### config.mk
export PLATFORM = sky130hd
export DESIGN_NAME = uart_tx_fifo
export DESIGN_NICKNAME = d
export VERILOG_FILES = /design/src/rtl/uart_tx_fifo.sv
export SDC_FILE = /design/constraint.sdc
export NUM_CORES = 1
export LEC_CHECK = 0
export CORE_MARGIN = 2
export CORE_UTILIZATION = 50
export CTS_CLUSTER_SIZE = 24
export DETAILED_ROUTE_END_ITERATION = 10
export GPL_ROUTABILITY_DRIVEN = 0
export PLACE_DENSITY = 0.67
export SLEW_MARGIN = 20
export SYNTH_ARGS = -nofsm -noshare
export SYNTH_HDL_FRONTEND = slang
export SYNTH_SLANG_ARGS = --single-unit
### constraint.sdc
create_clock -name clk -period 6.2 [get_ports clk]
set_input_delay 1.24 -clock clk [delete_from_list [all_inputs] [get_ports clk]]
set_output_delay 1.24 -clock clk [all_outputs]
set_load 0.02 [all_outputs]
### src/rtl/uart_tx_fifo.sv
// ---------------------------------------------------------------------------
// uart_tx_fifo
//
// UART transmitter fed by a small byte FIFO. Bytes pushed with wr_en are
// queued and sent as start + DATA_BITS (LSB first) + [parity] + stop bits.
// Frames queued back-to-back go out with no idle gap between them.
//
// Optional feature: define UART_TX_PARITY_EN to add the parity_en and
// parity_odd inputs and the PARITY bit slot.
//
// Ports:
//   clk         bus clock
//   rst_n       synchronous active-low reset (works regardless of clk_en)
//   clk_en      global clock enable; all state holds while low
//   wr_en       push wr_data into the FIFO
//   wr_data     byte to queue; bits [DATA_BITS-1:0] are transmitted
//   parity_en   (UART_TX_PARITY_EN only) insert a parity bit, sampled at pop
//   parity_odd  (UART_TX_PARITY_EN only) odd parity when high, sampled at pop
//   ovf_clr     clears the sticky overflow flag
//   tx          serial line, idle high, driven straight from a flop
//   full        FIFO full (registered)
//   empty       FIFO empty (registered)
//   count       FIFO occupancy
//   busy        high from the start bit to the end of the last stop bit
//   overflow    sticky, set when a write is dropped because the FIFO is full
// ---------------------------------------------------------------------------
module uart_tx_fifo #(
    parameter int BUS_CLK    = 10_000_000,
    parameter int BAUD       = 9600,
    parameter int DATA_BITS  = 8,
    parameter int STOP_BITS  = 1,
    parameter int FIFO_DEPTH = 16
) (
    input  logic                        clk,
    input  logic                        rst_n,
    input  logic                        clk_en,
    input  logic                        wr_en,
    input  logic [7:0]                  wr_data,
`ifdef UART_TX_PARITY_EN
    input  logic                        parity_en,
    input  logic                        parity_odd,
`endif
    input  logic                        ovf_clr,
    output logic                        tx,
    output logic                        full,
    output logic                        empty,
    output logic [$clog2(FIFO_DEPTH):0] count,
    output logic                        busy,
    output logic                        overflow
);

    localparam int DIV      = BUS_CLK / BAUD;
    localparam int STOP_LEN = STOP_BITS * DIV;
    localparam int CNT_W    = $clog2(STOP_LEN);
    localparam int AW       = $clog2(FIFO_DEPTH);
    localparam int BW       = $clog2(DATA_BITS);
    localparam logic [AW:0] FULL_CNT = (AW+1)'(FIFO_DEPTH);

    // Parameter sanity checks, evaluated at elaboration.
    if (DIV < 2) begin : gDivCheck
        $error("uart_tx_fifo: BUS_CLK/BAUD must be at least 2");
    end
    if (DATA_BITS < 5 || DATA_BITS > 8) begin : gDataBitsCheck
        $error("uart_tx_fifo: DATA_BITS must be 5..8");
    end
    if (STOP_BITS != 1 && STOP_BITS != 2) begin : gStopBitsCheck
        $error("uart_tx_fifo: STOP_BITS must be 1 or 2");
    end
    if (FIFO_DEPTH < 2 || (FIFO_DEPTH & (FIFO_DEPTH - 1)) != 0) begin : gDepthCheck
        $error("uart_tx_fifo: FIFO_DEPTH must be a power of two >= 2");
    end

    typedef enum logic [2:0] {
        IDLE,
        START,
        DATA,
        STOP
`ifdef UART_TX_PARITY_EN
        , PARITY
`endif
    } state_t;

    // FIFO storage and bookkeeping
    logic [DATA_BITS-1:0] mem_q [FIFO_DEPTH];
    logic [AW-1:0]        wrPtr_q, rdPtr_q;
    logic [AW:0]          count_q, count_d;
    logic                 full_q, empty_q, overflow_q;

    // Transmitter
    state_t               state_q;
    logic [CNT_W-1:0]     baudCnt_q;
    logic [BW-1:0]        bitIdx_q;
    logic [DATA_BITS-1:0] shift_q;
    logic                 tx_q, busy_q;
`ifdef UART_TX_PARITY_EN
    logic                 parEn_q, parBit_q;
`endif

    logic                 push, pop, bitEnd, stopEnd;
    logic [DATA_BITS-1:0] head;

    assign head    = mem_q[rdPtr_q];
    assign bitEnd  = (baudCnt_q == CNT_W'(DIV - 1));
    assign stopEnd = (baudCnt_q == CNT_W'(STOP_LEN - 1));

    // A full FIFO refuses writes even if a pop frees a slot on the same edge.
    assign push = clk_en && wr_en && !full_q;
    // Pop either from idle or at the last stop cycle so the next start bit
    // follows the stop bit with no gap.
    assign pop  = clk_en && !empty_q &&
                  ((state_q == IDLE) || (state_q == STOP && stopEnd));

    // Occupancy next-state; a simultaneous push and pop cancel out.
    always_comb begin
        count_d = count_q;
        if (push && !pop) begin
            count_d = count_q + 1'b1;
        end else if (pop && !push) begin
            count_d = count_q - 1'b1;
        end
    end

    // FIFO data array; contents need no reset since the pointers gate them.
    always_ff @(posedge clk) begin
        if (push) begin
            mem_q[wrPtr_q] <= wr_data[DATA_BITS-1:0];
        end
    end

    // FIFO pointers and status flags. Pointers wrap naturally at the
    // power-of-two depth. A dropped write outranks ovf_clr.
    always_ff @(posedge clk) begin
        if (!rst_n) begin
            wrPtr_q    <= '0;
            rdPtr_q    <= '0;
            count_q    <= '0;
            full_q     <= 1'b0;
            empty_q    <= 1'b1;
            overflow_q <= 1'b0;
        end else if (clk_en) begin
            if (push) wrPtr_q <= wrPtr_q + 1'b1;
            if (pop)  rdPtr_q <= rdPtr_q + 1'b1;
            count_q <= count_d;
            full_q  <= (count_d == FULL_CNT);
            empty_q <= (count_d == '0);
            if (wr_en && full_q) begin
                overflow_q <= 1'b1;
            end else if (ovf_clr) begin
                overflow_q <= 1'b0;
            end
        end
    end

    // Transmit FSM. Each state counts DIV enabled cycles per bit (STOP counts
    // STOP_BITS*DIV). A pop overrides whatever the case statement chose and
    // launches the start bit on the same edge.
    always_ff @(posedge clk) begin
        if (!rst_n) begin
            state_q   <= IDLE;
            baudCnt_q <= '0;
            bitIdx_q  <= '0;
            shift_q   <= '0;
            tx_q      <= 1'b1;
            busy_q    <= 1'b0;
`ifdef UART_TX_PARITY_EN
            parEn_q   <= 1'b0;
            parBit_q  <= 1'b0;
`endif
        end else if (clk_en) begin
            unique case (state_q)
                START: begin
                    if (bitEnd) begin
                        baudCnt_q <= '0;
                        tx_q      <= shift_q[0];
                        shift_q   <= shift_q >> 1;
                        bitIdx_q  <= '0;
                        state_q   <= DATA;
                    end else begin
                        baudCnt_q <= baudCnt_q + 1'b1;
                    end
                end
                DATA: begin
                    if (bitEnd) begin
                        baudCnt_q <= '0;
                        if (bitIdx_q == BW'(DATA_BITS - 1)) begin
`ifdef UART_TX_PARITY_EN
                            if (parEn_q) begin
                                tx_q    <= parBit_q;
                                state_q <= PARITY;
                            end else begin
                                tx_q    <= 1'b1;
                                state_q <= STOP;
                            end
`else
                            tx_q    <= 1'b1;
                            state_q <= STOP;
`endif
                        end else begin
                            tx_q     <= shift_q[0];
                            shift_q  <= shift_q >> 1;
                            bitIdx_q <= bitIdx_q + 1'b1;
                        end
                    end else begin
                        baudCnt_q <= baudCnt_q + 1'b1;
                    end
                end
`ifdef UART_TX_PARITY_EN
                PARITY: begin
                    if (bitEnd) begin
                        baudCnt_q <= '0;
                        tx_q      <= 1'b1;
                        state_q   <= STOP;
                    end else begin
                        baudCnt_q <= baudCnt_q + 1'b1;
                    end
                end
`endif
                STOP: begin
                    if (stopEnd) begin
                        baudCnt_q <= '0;
                        tx_q      <= 1'b1;
                        busy_q    <= 1'b0;
                        state_q   <= IDLE;
                    end else begin
                        baudCnt_q <= baudCnt_q + 1'b1;
                    end
                end
                default: begin
                    state_q <= IDLE;
                end
            endcase

            if (pop) begin
                state_q   <= START;
                baudCnt_q <= '0;
                shift_q   <= head;
                tx_q      <= 1'b0;
                busy_q    <= 1'b1;
`ifdef UART_TX_PARITY_EN
                parEn_q   <= parity_en;
                parBit_q  <= (^head) ^ parity_odd;
`endif
            end
        end
    end

    assign tx       = tx_q;
    assign busy     = busy_q;
    assign full     = full_q;
    assign empty    = empty_q;
    assign count    = count_q;
    assign overflow = overflow_q;

endmodule

==> results.toml, run 1 <==
[global_route]
grt_pass1_wl_mm = 21.5
grt_overflow_total = 0
track_usage = 0.196
grt_max_degree = 33
antenna_found_initial = 0
grt_pass1_vias = 3883

[placed_design]
hpwl_mm = 8.83
port_buffers = 22

[detailed_routing]
drt_iter0_markers = 302
routed_wirelength_mm = 13.9
routed_via_density = 5.84
vias = 3971
ant_nets = 0
wire_per_inst_um = 20.5
drtPass1Iterations = 5
drc = 0

[clock_network]
cts_resized = 0
numCtsBuffers = 17
cts_tree = "yes"
clkLatencyLatePin_ps = 420
cts_setup_buffers = 0
clkTransAtPathRegs_ps = 70
htreeDepth = 4
clock_path_buffers = 2
postCtsHoldBufs = 0
cts-root-buf = "clkbuf_16"
numClockSinks = 174

[critical_path]
critPathTopFamily = "simple AND/OR/NAND/NOR gates"
cp_cell_sequence = "clkdlybuf4s50_1 > nand3b_1 > or4_1 > nand2_1 > mux2i_1 > xor2_1 > o32ai_1"
cp-start-kind = "input port"
crit_buf_inv = 1
cp.depth = 7
critPathMaxFanout = 18
worst-setup-path-type = "in2reg"
cp_data_required_time_ps = 6520
cpPeakStageDelay_ps = 820
worstPathArrival_ps = 4170
reg2reg_depth = 6
critPathSlowestCell = "clkdlybuf4s50_1"
cp-end-kind = "flip-flop"

[timing]
final.min_clock_period_ps = 3850
finalCritPeriodShare = 0.621
tns_ps = 0
fmax_mhz = 260
slew_headroom = 0.338
hold_slack_ps = 481
rsz0062_at_grt = "no"
drv_slew = 0
setup_viol = 0
finClkSkew_ps = 8.70
tightest_slew_ps = 992
finalHoldViolCount = 0

[layout]
nets = 516
layout-drive-gt1-share = 0.174
n_fill_cell = 1073
area_growth_pct = 12.9
antennaDiodeCount = 0

[worst_hold_path]
hold_path_depth = 2
worst_hold_path_type = "reg2reg"

[synthesis]
ys_ff_latch = 174
syn_nets = 494
synth.distinct_cells = 52
ys_warn_count = 0
ys.flop_type = "edfxtp_1"
synth_edf_count = 128
synthCells = 466
synth_seq_area_share = 0.661
synth_area_per_cell_um2 = 15.5
netlist_area_mm2 = 0.00721
synth-async-reset-ratio = 0

[die]
rows = 43
start_util = 0.515
dieArea_mm2 = 0.0154
io-pin-count = 23
core_area_mm2 = 0.0140
die_width_um = 124
dieHeight_um = 124

[pwr]
power_density_mw_per_mm2 = 309
p_leak_nw = 2.60
ir_drop_mv = 0.262
finalPower_mw = 2.51

[outcome]
status = "complete, no violations"

[run]
cap_violations = 0
[worst paths after layout]
| kind | to | from | slack, ps |
|---|---|---|---|
| max | full$_SDFFE_PN0P_ | clk_en | 2350 |
| min reg2reg | bitIdx_q[1]$_SDFFE_PN0P_ | bitIdx_q[1]$_SDFFE_PN0P_ | 480 |
| min | bitIdx_q[1]$_SDFFE_PN0P_ | bitIdx_q[1]$_SDFFE_PN0P_ | 480 |
| max reg2reg | full$_SDFFE_PN0P_ | baudCnt_q[8]$_SDFFE_PN0P_ | 3240 |
[cell usage in the layout, fill, tap and decap left out, types with 4 or more instances in the layout]
master	Yosys	routed
nor3_1	14	12
xor2_1	11	11
a21oi_1	16	16
o21ai_0	4	4
buf_4	0	6
clkbuf_16	0	17
nor2_1	46	46
clkdlybuf4s50_1	0	22
inv_1	13	13
a211oi_1	8	8
nand4_1	4	4
nand2_1	24	24
nand3_1	12	12
mux4_2	39	39
edfxtp_1	128	128
dfxtp_1	46	44
xnor2_1	7	7
ha_1	15	15
nand2b_1	4	4
inv_6	0	6
mux2i_1	11	11
[flip-flops by register name, indices dropped and copies added, names as in the netlist, named ones only]
| signal | flops |
|---|---|
| empty | 1 |
| count | 5 |
| bitIdx_q | 3 |
| busy | 1 |
| baudCnt_q | 11 |
| tx | 1 |
| mem_q | 128 |
| full | 1 |
| wrPtr_q | 4 |
| shift_q | 8 |
| overflow | 1 |
| rdPtr_q | 4 |
| state_q | 2 |
[power by group]
group / leakage (nW) / internal, mW / switching (mW) / total [mW]
sequential: 1.53 / 1.27 / 0.0272 / 1.30
clock: 0.258 / 0.518 / 0.452 / 0.970
combinational: 0.814 / 0.111 / 0.132 / 0.243
[cell usage after synthesis (3+ instances only)]
library cell / n / share of area
a211oi_1: 8 / 0.0083
a21oi_1: 16 / 0.011
nand2_1: 24 / 0.013
nor3_1: 14 / 0.0097
clkbuf_1: 15 / 0.0078
mux2i_1: 11 / 0.015
edfxtp_1: 128 / 0.53
dfxtp_1: 46 / 0.13
o21ai_0: 4 / 0.0028
nand4_1: 4 / 0.0035
nor2_1: 46 / 0.024
buf_2: 7 / 0.0049
xnor2_1: 7 / 0.0085
nand3_1: 12 / 0.0083
xor2_1: 11 / 0.013
mux2_2: 3 / 0.0047
nand2b_1: 4 / 0.0035
ha_1: 15 / 0.026
nand3b_1: 3 / 0.0031
mux4_2: 39 / 0.12
inv_1: 13 / 0.0068
[routing by layer]
layer / track usage / part of all wire / vias to the layer above
li1: - / - / 1835
met1: 0.248 / 0.42 / 2026
met2: 0.337 / 0.52 / 101
met3: 0.0499 / 0.044 / 9
met4: 0.0541 / 0.011 / 0
met5: 0 / 0 / -
[kinds of logic after synthesis]
logic type | count (synthesis) | synth area share
buffers and inverters | 38 | 0.0220
adders and majority gates | 15 | 0.0260
AOI/OAI and AO/OA | 46 | 0.0464
muxes | 53 | 0.142
and+or+nand+nor | 122 | 0.0807
DFF | 174 | 0.661
xor gates and xnor gates | 18 | 0.0219
[layout make-up]
cell class                 instances  area [um2]  area share
multi-input combinational        254        2290       0.282
timing repair buffer              28         265      0.0326
clock inverter                    14         109      0.0134
clock buffer                      17         425      0.0523
inverter                          13        48.8     0.00600
tap                              180         225      0.0277
sequential                       174        4770       0.586
[metrics by stage]
| step | area [um2] | setup WS, ps | cells | util |
|---|---|---|---|---|
| floorplan | 7210 | 3030 | 466 | - |
| global placement | 7590 | 2080 | 649 | 0.543 |
| detailed placement | 7590 | 1920 | 649 | 0.543 |
| CTS | 8120 | 2350 | 680 | 0.581 |
| global route | 8130 | 2150 | 680 | 0.581 |
| finish | 8130 | 2350 | 680 | 0.581 |
[worst register-to-register path: cells and delay by family (launching register included)]
kind / cells / cell delay [ps]
multiplexers: 1 / 370
flip-flops: 1 / 340
AND/OR/NAND/NOR: 3 / 1730
AO/OA/AOI/OAI: 1 / 280
XOR/XNOR: 1 / 140
(Power assumes the default switching activity.)
==> run 2, diff against run 1 <==
clock period = 3.83 ns   (was 6.2 ns; I/O delays follow)
==> run 2 against run 1 <==
Against the previous run: global-route usage fell by 0.80 points; setup slack got worse by 1300 ps; clock skew fell by 1.6 ps; clock power rose by 65%; clock-buffer cell count rose by 2; die area did not move; critical endpoint unchanged; largest power group unchanged; highest routed layer unchanged.
==> results.toml, run 2 (synthesized netlist as in run 1, its figures left out) <==
[outcome]
status = "complete, no violations"

[placed_design]
hpwl_mm = 8.60
placed_area_mm2 = 0.00769
port_buffers = 22
post-place-ws_ps = 597

[timing]
tightest_slew_ps = 1000
fin_ws_ps = 1040
fmax_mhz = 359
setup_viol = 0
drv_slew = 0
finalHoldViolCount = 0
tns_ps = 0
finClkSkew_ps = 7.13
slew_headroom = 0.333
final.min_clock_period_ps = 2790
finalCritPeriodShare = 0.728
rsz0062_at_grt = "no"

[pwr]
ir_drop_mv = 0.375
finalPower_mw = 4.11
internal_power_mw = 3.15
swShare = 0.234
switchingPower_mw = 0.959
p_leak_nw = 2.67
combPwrFrac = 0.095
pwr-share-clk = 0.390
seq_power_share = 0.515
power_density_mw_per_mm2 = 498

[layout]
final_common_cell = "edfxtp_1"
area_growth_pct = 14.4
largest_reg_flops = 128
antennaDiodeCount = 0
seq_area_mm2 = 0.00477
largest_register = "mem_q"
nets = 530
final_cell_mix = "edfxtp_1, nor2_1, dfxtp_1"
layout-drive-gt1-share = 0.188
multi_input_area_mm2 = 0.00228
stdcell_area_mm2 = 0.00824
n_fill_cell = 1077
reg_top3 = "mem_q: 128 flops, baudCnt_q: 11 flops, shift_q: 8 flops"

[die]
start_util = 0.515
core_area_mm2 = 0.0140
dieArea_mm2 = 0.0154
die_width_um = 124
rows = 43
io-pin-count = 23
dieHeight_um = 124

[critical_path]
r2r_slack_ps = 1070
worstPathArrival_ps = 3110
reg2reg_to = "full$_SDFFE_PN0P_"
worst-setup-path-type = "in2reg"
cp-end-kind = "flip-flop"
cp-start-kind = "input port"
cp_data_required_time_ps = 4150
critPathMaxFanout = 9
r2r_start = "baudCnt_q[8]$_SDFFE_PN0P_"
reg2reg_depth = 6

[clock_network]
numClockSinks = 174
postCtsHoldBufs = 0
numCtsBuffers = 17
clkTransAtPathRegs_ps = 60
htreeDepth = 4
cts_tree = "yes"
cts-root-buf = "clkbuf_16"
cts_resized = 0
clock_path_buffers = 2
clkLatencyLatePin_ps = 420
cts_setup_buffers = 0

[global_route]
grt_pass1_wl_mm = 20.9
track_usage = 0.188
grt_pass1_vias = 3943
antenna_found_initial = 0
grt_max_degree = 32
grt_overflow_total = 0

[detailed_routing]
drtPass1Iterations = 4
drc = 0
drt_iter0_markers = 369
ant_nets = 0
vias = 3961
routed_wirelength_mm = 13.1
routed_via_density = 5.70
wire_per_inst_um = 18.9

[worst_hold_path]
worst_hold_path_type = "reg2reg"
hold_path_depth = 2
holdPathEnd = "bitIdx_q[1]$_SDFFE_PN0P_"
hold_start = "bitIdx_q[1]$_SDFFE_PN0P_"

[run]
cap_violations = 0
==> run 2: cell count changes in the layout (fill, tap and decap cells not counted), sizes merged <==
cell      delta
bufinv       +1
buf         +14
inv          -3
clkinvlp     +1
clkbuf       +2
==> run 2: power by group through the flow <==
stage / sequential, mW / combinational (mW) / clock, mW
after CTS: 2.11 / 0.393 / 1.64
after floorplan: 2.15 / 0.263 / 0
after global placement: 2.15 / 0.384 / 0
after global routing: 2.12 / 0.428 / 1.71
after detailed placement: 2.15 / 0.391 / 0
final: 2.11 / 0.391 / 1.60
==> run 2: worst max-delay path: stages <==
cell and delay [ps]:
clkdlybuf4s50_1 490, nand3b_1 70, or4_1 690, a2111oi_4 420, mux2i_1 290, o211ai_2 120, o32ai_1 250
==> run 2: stage by stage <==
stage / util / hold WS, ps / cells
4_1_cts: 0.589 / 491 / 695
5_1_grt: 0.589 / 508 / 695
3_5_place_dp: 0.550 / 481 / 663
6_report: 0.589 / 483 / 695
2_1_floorplan: - / 449 / 466
3_3_place_gp: 0.550 / 458 / 663
==> run 2: per-layer routing <==
metal  global-route usage  wire (um)  vias to the layer above
met4               0.0562        129                        0
met2                0.315       6640                       86
li1                     -          -                     1861
met5                    0          0                        -
met1                0.242       5760                     2001
met3               0.0508        594                       13
==> run 2: cell type report <==
type | count | area share
sequential | 174 | 0.578
inverter | 13 | 0.00592
clock buffer | 19 | 0.0525
timing repair buffer | 42 | 0.0449
clock inverter | 13 | 0.0140
tap | 180 | 0.0273
multi-input combinational | 254 | 0.277
==> run 2: how the worst max path moves through the flow <==
| stage | start | end | slack [ps] | depth (start not counted) |
|---|---|---|---|---|
| after global routing | clk_en | full$_SDFFE_PN0P_ | 950 | 7 |
| final | clk_en | full$_SDFFE_PN0P_ | 1040 | 7 |
| after floorplan | clk_en | full$_SDFFE_PN0P_ | 1130 | 8 |
| after global placement | clk_en | full$_SDFFE_PN0P_ | 700 | 7 |
| after CTS | clk_en | full$_SDFFE_PN0P_ | 1040 | 7 |
| after detailed placement | clk_en | full$_SDFFE_PN0P_ | 600 | 7 |
==> run 3, diff against run 2 <==
PLACE_DENSITY = 0.7   (was 0.67)
clock period = 2.25 ns   (was 3.83 ns; I/O delays follow)
==> run 3 against run 2 <==
Against the previous run: the run now ends with negative setup slack left; setup slack got worse by 1200 ps; routed wire length rose by 11%; clock-buffer cell count did not move; clock skew rose by 8.5 ps; final area rose by 5.5%; sequential share of layout area fell by 3.0 points; combinational power rose by 100%; final cell count rose by 6.2%; first-iteration DRC count fell by 1.6%; non-clock buffer count rose by 43; highest routed layer unchanged.
==> results.toml, run 3 (synthesized netlist as in run 1, its figures left out) <==
[die]
dieArea_mm2 = 0.0154
die_width_um = 124
core_area_mm2 = 0.0140
start_util = 0.515
dieHeight_um = 124
rows = 43
io-pin-count = 23

[critical_path]
cpPeakStageDelay_ps = 540
cp_cell_sequence = "or4b_4 > or4_4 > a2111oi_4 > mux2i_1 > o211ai_2 > o32ai_1"
critPathMaxFanout = 2
cp-start-kind = "flip-flop"
cp.depth = 6
cp-end-kind = "flip-flop"
worstPathArrival_ps = 2760
critPathSlowestCell = "or4b_4"
reg2reg_depth = 6
worst-setup-path-type = "reg2reg"
cp_data_required_time_ps = 2580
crit_buf_inv = 0
critPathTopFamily = "simple AND/OR/NAND/NOR gates"

[detailed_routing]
drtPass1Iterations = 5
ant_nets = 0
routed_wirelength_mm = 14.6
vias = 4209
drc = 0
wire_per_inst_um = 19.8
routed_via_density = 5.70
drt_iter0_markers = 363

[layout]
layout-drive-gt1-share = 0.281
final_util = 0.622
area_growth_pct = 20.7
largest_reg_flops = 128
antennaDiodeCount = 0
final_cell_mix = "edfxtp_1, buf_4, nor2_1"
reg_top3 = "mem_q: 128 flops, baudCnt_q: 11 flops, shift_q: 8 flops"
final_common_cell = "edfxtp_1"
largest_register = "mem_q"
nets = 573

[timing]
finClkSkew_ps = 15.6
finalCritPeriodShare = 1.08
tns_ps = -280
drv_slew = 0
setup_viol = 5
fin_ws_ps = -176
rsz0062_at_grt = "yes"
finalHoldViolCount = 0
final.min_clock_period_ps = 2430
fmax_mhz = 412
hold_slack_ps = 480
slew_headroom = 0.623
tightest_slew_ps = 564

[worst_hold_path]
worst_hold_path_type = "reg2reg"
hold_path_depth = 2

[clock_network]
cts-root-buf = "clkbuf_16"
numClockSinks = 174
htreeDepth = 4
cts_tree = "yes"
clkTransAtPathRegs_ps = 60
numCtsBuffers = 17
clock_path_buffers = 2
postCtsHoldBufs = 0
clkLatencyLatePin_ps = 420

[global_route]
track_usage = 0.209
grt_max_degree = 33
antenna_found_initial = 0
grt_overflow_total = 0
grt_pass1_wl_mm = 23.2
grt_pass1_vias = 4223

[pwr]
p_leak_nw = 2.95
ir_drop_mv = 0.618
power_density_mw_per_mm2 = 819

[outcome]
failed_checks = "negative setup slack"
status = "complete, but fails checks"

[run]
cap_violations = 0

[placed_design]
hpwl_mm = 9.35
port_buffers = 22
[run 3: cell types whose count changed in the layout (fill, tap and decap cells not counted), sizes merged]
cell      change
buf          +43
clkinv        +1
clkinvlp      -2
inv           +1
[run 3: layer usage]
layer / vias up / GRT usage / part of all wire / routed length (um)
met5: - / 0 / 0 / 0
met4: 0 / 0.0632 / 0.0084 / 123
met3: 6 / 0.0453 / 0.049 / 721
met2: 129 / 0.350 / 0.52 / 7510
met1: 2126 / 0.275 / 0.43 / 6230
li1: 1948 / - / - / -
[run 3: timing repair]
item,4_1_cts,5_1_grt
pin swaps,1,2
endpoints found under the setup margin,15,17
endpoints found under the hold margin,0,0
buffers inserted,5,0
gates cloned,1,0
gates resized for setup,8,10
[run 3: area by class of cell]
| class | count | area [um2] |
|---|---|---|
| tap | 180 | 225 |
| clock inverter | 13 | 114 |
| fill | 1038 | 5290 |
| multi-input combinational | 254 | 2370 |
| sequential | 174 | 4770 |
| clock buffer | 19 | 433 |
| timing repair buffer | 85 | 738 |
| inverter | 13 | 48.8 |
[run 3: final timing paths]
check | from | end | slack [ps]
hold reg to reg | bitIdx_q[1]$_SDFFE_PN0P_ | bitIdx_q[1]$_SDFFE_PN0P_ | 480
setup reg to reg | baudCnt_q[8]$_SDFFE_PN0P_ | full$_SDFFE_PN0P_ | -180
hold / removal | bitIdx_q[1]$_SDFFE_PN0P_ | bitIdx_q[1]$_SDFFE_PN0P_ | 480
setup / recovery | baudCnt_q[8]$_SDFFE_PN0P_ | full$_SDFFE_PN0P_ | -180
[run 3: report_power, final]
group,switching [mW],internal (mW),total [mW]
combinational,0.408,0.384,0.792
sequential,0.0749,3.51,3.59
clock,1.21,1.53,2.74
[run 3: worst reg2reg max path: stages, from the launching register on]
cell and delay, ps:
dfxtp_2 320, or4b_4 540, or4_4 460, a2111oi_4 320
mux2i_1 330, o211ai_2 130, o32ai_1 230
[run 3: per-stage QoR]
step / power, mW / std cells / instance area, um2 / setup WS [ps]
floorplan: 4.11 / 466 / 7230 / -173
global placement: 4.37 / 702 / 8040 / -420
detailed placement: 4.40 / 702 / 8040 / -514
CTS: 7.15 / 738 / 8650 / -214
global route: 7.39 / 738 / 8700 / -254
finish: 7.12 / 738 / 8700 / -176
